[config.mk]
export PLATFORM = sky130hd
export DESIGN_NAME = mult_div_sequencer
export DESIGN_NICKNAME = d
export VERILOG_FILES = /design/src/rtl/mult_div_sequencer_pkg.sv /design/src/rtl/mult_div_sequencer_alu.sv /design/src/rtl/mult_div_sequencer.sv
export SDC_FILE = /design/constraint.sdc
export NUM_CORES = 1
export LEC_CHECK = 0
export CORE_MARGIN = 5
export CORE_UTILIZATION = 55
export DETAILED_ROUTE_END_ITERATION = 10
export PLACE_DENSITY = 0.8
export SKIP_LAST_GASP = 1
export SYNTH_ARGS = -nofsm -noshare
export SYNTH_HDL_FRONTEND = slang
export SYNTH_HIERARCHICAL = 1
export SYNTH_SLANG_ARGS = --single-unit
[constraint.sdc]
create_clock -name clk -period 8.2 [get_ports clk]
set_clock_uncertainty 0.15 [all_clocks]
set_input_delay 2.05 -clock clk [delete_from_list [all_inputs] [get_ports clk]]
set_output_delay 2.05 -clock clk [all_outputs]
set_load 0.03 [all_outputs]
[src/rtl/mult_div_sequencer_pkg.sv]
// Shared constants for the iterative multiply/divide sequencer:
// ALU control codes, operation encodings, FSM state encodings and
// a small carry helper used by the shift-add multiply step.
package mult_div_sequencer_pkg;

  // ALU control codes understood by the shared ALU
  localparam logic [2:0] ALU_AND = 3'b000;
  localparam logic [2:0] ALU_OR  = 3'b001;
  localparam logic [2:0] ALU_ADD = 3'b010;
  localparam logic [2:0] ALU_SUB = 3'b110;
  localparam logic [2:0] ALU_SLT = 3'b111;

  // Operation selected by the op input
  localparam logic OP_MULTU = 1'b0;
  localparam logic OP_DIVU  = 1'b1;

  // Sequencer states
  localparam logic [1:0] IDLE = 2'd0;
  localparam logic [1:0] RUN  = 2'd1;
  localparam logic [1:0] DONE = 2'd2;

  // Carry out of an unsigned 32-bit add, recovered from the wrapped sum
  function automatic logic add_carry(input logic [31:0] sum, input logic [31:0] addend);
    return (sum < addend);
  endfunction

endpackage

[src/rtl/mult_div_sequencer_alu.sv]
// Existing 32-bit Execute-stage ALU. The sequencer only uses ADD and
// SUB; the remaining functions are kept so the block stays drop-in.
module mult_div_sequencer_alu
  import mult_div_sequencer_pkg::*;
(
  input  logic [31:0] a_i,
  input  logic [31:0] b_i,
  input  logic [2:0]  ctrl_i,
  output logic [31:0] y_o
);

  // Combinational result selected by the control code
  always_comb begin
    y_o = 32'd0;
    case (ctrl_i)
      ALU_AND: y_o = a_i & b_i;
      ALU_OR:  y_o = a_i | b_i;
      ALU_ADD: y_o = a_i + b_i;
      ALU_SUB: y_o = a_i - b_i;
      ALU_SLT: y_o = {31'd0, ($signed(a_i) < $signed(b_i))};
      default: y_o = 32'd0;
    endcase
  end

endmodule

[src/rtl/mult_div_sequencer.sv]
// Iterative unsigned MULTU/DIVU unit. One ALU add or subtract per clock,
// 32 steps per operation, results written to the HI/LO pair on the edge
// that enters DONE. busy tells the hazard unit to stall MFHI/MFLO.
// The ALU datapath is fixed at 32 bits, so WIDTH must stay 32.
module mult_div_sequencer
  import mult_div_sequencer_pkg::*;
#(
  parameter int WIDTH = 32,
  parameter int CNT_W = 6
) (
  input  logic             clk,
  input  logic             reset,
  input  logic             start,
  input  logic             op,
  input  logic [WIDTH-1:0] a,
  input  logic [WIDTH-1:0] b,
  input  logic             cancel,
  output logic             busy,
  output logic             done,
  output logic [WIDTH-1:0] hi,
  output logic [WIDTH-1:0] lo
);

  localparam logic [CNT_W-1:0] CNT_LAST = CNT_W'(WIDTH - 1);
  localparam logic [CNT_W-1:0] CNT_ONE  = CNT_W'(1);

  logic [1:0]       state_q, state_d;
  logic [CNT_W-1:0] count_q, count_d;
  logic             op_q, op_d;
  // Operand added (multiplicand) or subtracted (divisor) every step
  logic [WIDTH-1:0] opnd_q, opnd_d;
  // Working pair: acc/mplr for MULTU, rem/quot for DIVU
  logic [WIDTH-1:0] whi_q, whi_d, wlo_q, wlo_d;
  logic [WIDTH-1:0] hi_q, hi_d, lo_q, lo_d;

  logic [WIDTH-1:0] alu_a_s, alu_y_s;
  logic [2:0]       alu_ctrl_s;
  logic [WIDTH:0]   rem_sh_s;
  logic [WIDTH-1:0] sum_s, step_hi_s, step_lo_s;
  logic             carry_s, accept_s, launch_s;

  mult_div_sequencer_alu u_alu (
    .a_i    (alu_a_s),
    .b_i    (opnd_q),
    .ctrl_i (alu_ctrl_s),
    .y_o    (alu_y_s)
  );

  // One multiply or divide iteration computed from the working registers.
  // The remainder register only ever holds a value below the divisor, so
  // its top bit lives only in the shifted copy rem_sh_s.
  always_comb begin
    rem_sh_s   = {whi_q, wlo_q[WIDTH-1]};
    alu_a_s    = whi_q;
    alu_ctrl_s = ALU_ADD;
    sum_s      = whi_q;
    carry_s    = 1'b0;
    accept_s   = 1'b0;
    step_hi_s  = whi_q;
    step_lo_s  = wlo_q;
    case (op_q)
      OP_MULTU: begin
        alu_a_s    = whi_q;
        alu_ctrl_s = ALU_ADD;
        if (wlo_q[0]) begin
          sum_s   = alu_y_s;
          carry_s = add_carry(alu_y_s, opnd_q);
        end else begin
          sum_s   = whi_q;
          carry_s = 1'b0;
        end
        step_hi_s = {carry_s, sum_s[WIDTH-1:1]};
        step_lo_s = {sum_s[0], wlo_q[WIDTH-1:1]};
      end
      OP_DIVU: begin
        alu_a_s    = rem_sh_s[WIDTH-1:0];
        alu_ctrl_s = ALU_SUB;
        accept_s   = rem_sh_s[WIDTH] | (rem_sh_s[WIDTH-1:0] >= opnd_q);
        if (accept_s) begin
          step_hi_s = alu_y_s;
        end else begin
          step_hi_s = rem_sh_s[WIDTH-1:0];
        end
        step_lo_s = {wlo_q[WIDTH-2:0], accept_s};
      end
      default: begin
        step_hi_s = whi_q;
        step_lo_s = wlo_q;
      end
    endcase
  end

  // Next-state logic: launch, iterate, publish result, or abort on cancel
  always_comb begin
    state_d  = state_q;
    count_d  = count_q;
    op_d     = op_q;
    opnd_d   = opnd_q;
    whi_d    = whi_q;
    wlo_d    = wlo_q;
    hi_d     = hi_q;
    lo_d     = lo_q;
    launch_s = start & ~cancel;
    case (state_q)
      IDLE, DONE: begin
        if (launch_s) begin
          state_d = RUN;
          count_d = {CNT_W{1'b0}};
          op_d    = op;
          whi_d   = {WIDTH{1'b0}};
          if (op == OP_MULTU) begin
            opnd_d = a;
            wlo_d  = b;
          end else begin
            opnd_d = b;
            wlo_d  = a;
          end
        end else begin
          state_d = IDLE;
        end
      end
      RUN: begin
        if (cancel) begin
          state_d = IDLE;
        end else begin
          whi_d   = step_hi_s;
          wlo_d   = step_lo_s;
          count_d = count_q + CNT_ONE;
          if (count_q == CNT_LAST) begin
            state_d = DONE;
            hi_d    = step_hi_s;
            lo_d    = step_lo_s;
          end else begin
            state_d = RUN;
          end
        end
      end
      default: state_d = IDLE;
    endcase
  end

  // State, counter, working and result registers
  always_ff @(posedge clk or posedge reset) begin
    if (reset) begin
      state_q <= IDLE;
      count_q <= {CNT_W{1'b0}};
      op_q    <= OP_MULTU;
      opnd_q  <= {WIDTH{1'b0}};
      whi_q   <= {WIDTH{1'b0}};
      wlo_q   <= {WIDTH{1'b0}};
      hi_q    <= {WIDTH{1'b0}};
      lo_q    <= {WIDTH{1'b0}};
    end else begin
      state_q <= state_d;
      count_q <= count_d;
      op_q    <= op_d;
      opnd_q  <= opnd_d;
      whi_q   <= whi_d;
      wlo_q   <= wlo_d;
      hi_q    <= hi_d;
      lo_q    <= lo_d;
    end
  end

  assign busy = (state_q == RUN);
  assign done = (state_q == DONE);
  assign hi   = hi_q;
  assign lo   = lo_q;

endmodule

# Word level (Yosys, flattened, before mapping)

Cells that the tools add are included.

Logic and storage cells: 59
Register bits after elaboration: 169
Input port bits: 69
Output and inout port bits: 66

Order comparisons: 3
Multiplexer cells: 23
$add $sub $neg: 3
Bitwise logic cells: 6
Equal/unequal tests: 9
Reduce and logical (&&, ||, !) cells: 7

Operators with widths:

| cell                | number |
|---|---|
| $pmux 32 s2         | 5 |
| $mux 32             | 8 |
| $pmux 32 s5         | 1 |
| $lt 32x32->1        | 2 |
| $add 32x32->32      | 1 |
| $and 32x32->32      | 1 |
| $ge 32x32->1        | 1 |
| $or 32x32->32       | 1 |
| $sub 32x32->32      | 1 |
| $mux 6              | 2 |
| $pmux 6 s2          | 1 |
| $add 6x1->6 const B | 1 |
| $eq 3x3->1 const B  | 2 |
| $eq 6x5->1 const B  | 1 |
| $pmux 3 s2          | 1 |
| $reduce_and 3->1    | 2 |
| $mux 2              | 2 |
| $ne 2x2->1 const B  | 2 |
| $pmux 2 s2          | 1 |
| $eq 3x1->1 const B  | 1 |
| $eq 3x2->1 const B  | 1 |
| $logic_not 3->1     | 1 |
| $eq 2x1->1 const B  | 1 |
| $eq 2x2->1 const B  | 1 |
| 8 further kinds     | 10 |

# Depth between registers and ports, before layout

Word-level depth: 9
Gate-level depth with buffers: 25
Gate-level depth less buffers: 22

# Modules after synthesis

Netlist, hierarchy kept.

By module, submodules not included:

| module                 | instances | area an instance (um^2) | sequential area each (um^2) | cells an instance |
|---|---|---|---|---|
| mult_div_sequencer     | 1         | 10644.0                 | 4229.1                      | 1176 |
| mult_div_sequencer_alu | 1         | 4490.6                  | 0.0                         | 664 |

# Least setup slack after synthesis

No wires, ideal clock.

Kind: register -> register
Start point: reg op_q
End point: reg hi_q[31] (netlist: hi[31])
Required time: 7.973 ns
Buffers on the path: 3
Arrival: 5.273 ns
Library setup time: 0.077 ns
Path slack: 2.700 ns
Period minus slack after synthesis: 5.500 ns
Stages on the path, launching flop included: 24
Cell sequence: dfrtp_1 -> clkbuf_1 -> buf_2 -> clkbuf_1 -> mux2_2 -> inv_1 -> ha_1 -> or4_1 -> and3_1 -> or3_1 -> a21oi_1 -> nor3_1 -> a21oi_1 -> xnor2_1 -> a221oi_1 -> nor2_1 -> ha_1 -> a21oi_1 -> o21ai_0 -> a221oi_1 -> a2111oi_0 -> a21oi_1 -> nor2_1 -> a21oi_1

Cells in the longest elaborated chain, start to end: 7
Elaborated cells between the ends (all ways): 18
Those cells by class: 2 x add/sub; 2 x order compare; 4 x eq/ne; 6 x mux; 3 x bitwise; 1 x reduce/logical

Ends and longest elaborated chain:

| what                                                    | line                                                       | source |
|---|---|---|
| start: declaration                                      | mult_div_sequencer.sv:29                                   | `logic op_q, op_d;` |
| start signal: assignment                                | mult_div_sequencer.sv:156                                  | `op_q <= op_d;` |
| $not 1->1                                               | -                                                          |  |
| $pmux 32 s2 (*)                                         | mult_div_sequencer.sv:61                                   | `case (op_q)` |
| net alu_a_s[3]                                          | mult_div_sequencer.sv:36                                   | `logic [WIDTH-1:0] alu_a_s, alu_y_s;` |
| $sub 32x32->32 / $add 32x32->32 (equally long branches) | mult_div_sequencer_alu.sv:19, mult_div_sequencer_alu.sv:18 |  |
| $pmux 32 s5 (*)                                         | mult_div_sequencer_alu.sv:15                               | `case (ctrl_i)` |
| net alu_y_s[19]                                         | mult_div_sequencer.sv:36                                   |  |
| $lt 32x32->1 (*)                                        | mult_div_sequencer_pkg.sv:24                               | `return (sum < addend);` |
| $mux 1 (*)                                              | mult_div_sequencer.sv:65                                   | `if (wlo_q[0]) begin` |
| $pmux 32 s2 (*)                                         | mult_div_sequencer.sv:61                                   |  |
| end signal: assignment                                  | mult_div_sequencer.sv:151                                  | `hi_q <= {WIDTH{1'b0}};` |
| end signal: assignment                                  | mult_div_sequencer.sv:160                                  | `hi_q <= hi_d;` |
| end: declaration                                        | mult_div_sequencer.sv:34                                   | `logic [WIDTH-1:0] hi_q, hi_d, lo_q, lo_d;` |

Mark *: on every way through the listed nets, which the timed path passes. The rest lies on a longest branch. The select of a mux whose other input is x is not followed.
A chain may end at the register's enable or synchronous reset.

# Worst setup path in the final report

Same ends and word-level chain as after synthesis.

==> results.yml <==
die:
  fp.dieW_um: 175.9
  dieArea_um2: 30940
  start_util_pct: 56.00
  core_um2: 27030
  ios: 135
  rows: 60
  dieHeight_um: 175.9
worst_setup_path:
  arrival_ps: 6610
  crit_fanout: 62
  r2r_start: "op_q"
  ff2ff_path_depth: 21
  r2r_slack_ps: 1820
  startpoint_type: "flip-flop"
  crit_start: "op_q"
  path_class: "reg -> reg"
  crit_end: "hi[31]"
  setup.worst_path.end_class: "flip-flop"
  regToRegEndpoint: "hi[31]"
  worst_ep_required_time_ps: 8430
clock_tree:
  cts_setup_buffers: 0
  cts_tree: "yes"
  h-tree-depth: 4
  clkTransAtPathRegs_ps: 80
  hold_buffers: 0
  clkSinkCount: 169
  cts_buffers: 17
  clk_latency_ps: 450
  root_buffer: "clkbuf_16"
  cts_resized: 0
  clockBufferDepth: 2
routing:
  via_per_inst: 6.142
  dr.pass1.iters: 5
  wl_per_cell_um: 19.80
  drcViolationCount: 0
  route.vias.total: 13801
  wl_um: 44500
  drtIter0Drc: 1179
  ant_nets: 0
timing:
  worstMarginPinSlew_ps: 1599
  relSlewSlack_pct: -7.017
  fin_ws_ps: 1824
  min_period_ps: 6376
  setup_tns_ps: 0
  setup_violations: 0
  hold_viol: 0
  rsz0062_at_grt: "no"
  holdWs_ps: 331.2
  report.final.slew_viol_count: 17
  fmax_mhz: 156.8
  final.period_utilization_pct: 77.75
finish:
  syn2layout_area_growth_pct: 13.44
  n_antenna_cell: 0
  drive_above_1_share_pct: 5.509
  fin_util_pct: 63.53
  fin_cells: 2247
  stdcell_area_um2: 17170
  nFillCells: 2320
  nets: 2126
place:
  dp.cells: 2215
  place_congestion: 0.9736
  io_buffers: 134
  dp_hpwl_um: 31870
  post_dp_cell_area_um2: 16550
  dp_slack_ps: 1993
yosys:
  synth_warnings: 6
  yosys-top-cells-area: "dfrtp_1 (28%), ha_1 (13%), mux2i_1 (9.1%)"
  yosysTopAreaCell: "dfrtp_1"
  synthFlopType: "dfrtp_1"
  avgSynthCellArea_um2: 8.225
  synth_most_common_cell: "nand2_1"
  async_reset_ff_share_pct: 100.0
  syn_inst: 1840
  synth_edf_count: 0
  ys_types: 78
  ys_ff_latch: 169
  netlist_area_um2: 15130
  yosys.area.top_type_share_pct: 27.94
  synthTopCellsByCount: "nand2_1 (276), dfrtp_1 (169), ha_1 (162), mux2i_1 (137), inv_1 (132)"
  ys_seq_area_share_pct: 27.94
job:
  maxCapViolCount: 0
global_routing:
  antenna_found_initial: 0
  grt_pass1_vias: 13763
  overflow: 0
  track_usage_pct: 28.48
  grt_pass1_wl_um: 71920
  grt_max_degree: 97
power:
  powerDensity_nw_per_um2: 285.0
  max-vdd-ir-drop_uv: 161.6
  power.total_mw: 4.894
  leakagePower_nw: 7.919
min_path:
  hold_path.class: "reg -> reg"
  holdCritStartpoint: "lo[2]"
status:
  outcome: "finished with violations"
  violations: "max-slew violations"
[worst max-delay path, stage by stage (launching register included)]
cell	delay, ps
dfrtp_4	950
buf_4	410
mux2_2	400
inv_1	60
ha_1	350
nor4_1	580
nand2_1	120
or3_1	380
a21oi_1	220
o21ai_1	170
a21oi_1	320
a21oi_1	140
xnor2_1	150
o22ai_1	290
ha_1	310
a21oi_1	270
o211ai_1	160
a211oi_1	230
o211ai_1	120
a21oi_1	270
nor2_1	70
a21oi_1	150
[worst min-delay path by stage]
stage / cells past startpoint / end / slack, ps
floorplan: 1 / wlo_q[28] / 320
global placement: 2 / lo[5] / 310
detailed placement: 2 / lo[2] / 320
CTS: 2 / lo[2] / 340
global route: 2 / hi[13] / 360
finish: 2 / lo[2] / 330
[report_power, final]
group	internal [mW]	switching, mW
clock network	0.420	0.440
registers	0.969	0.265
logic	1.14	1.66
[cell type report]
cell class	count	area (um2)	area share, %
clock inverters	15	193.9	1.130
inverters	136	515.5	3.002
multi-input cells	1422	9937	57.88
clock buffers	17	425.4	2.478
well taps	341	426.7	2.485
flip-flops and latches	169	4234	24.66
repair buffers	147	1436	8.366
[metal layers]
metal / part of all wire [%] / vias up / routed length [um] / GRT usage [%]
met1: 45 / 6615 / 20020 / 39.31
li1: - / 6550 / - / -
met3: 8.1 / 85 / 3586 / 6.436
met2: 45 / 551 / 19860 / 45.16
met5: 0 / - / 0 / 0
met4: 2.3 / 0 / 1031 / 8.025
[cell usage in the layout, fill, tap and decap left out, drive strengths merged, types with 4 or more instances in the layout]
master         instances
a2111oi                5
a211oi                75
a21o                  47
a21oi                 85
a221oi                 7
a22oi                 12
a311oi                 4
a31oi                  6
and3                   4
buf                   14
clkbuf                17
clkdlybuf4s50        133
clkinv                 8
conb                   6
dfrtp                169
ha                   162
inv                  143
mux2                  35
mux2i                137
nand2                276
nand2b                71
nand3                 16
nand4                 12
nor2                  62
nor2b                 42
nor3                  21
nor3b                  5
nor4                   7
o211ai                 7
o21a                  13
o21ai                182
o21bai                14
o22ai                 30
o31ai                  7
xnor2                 25
xor2                   6
[sequential cells by signal, indices dropped and copies added (netlist names)]
name     cells
whi_q       32
count_q      6
state_q      2
wlo_q       32
lo          32
op_q         1
hi          32
opnd_q      32
[logic make-up after synthesis]
family          share of synthesized area [%]
compound gates                          21.94
xor+xnor                                1.794
buf+inv                                 6.680
flops                                   27.94
other cells                           0.04962
simple gates                            16.27
fa+ha+maj                               13.66
mux                                     11.67
(Power assumes the default switching activity.)
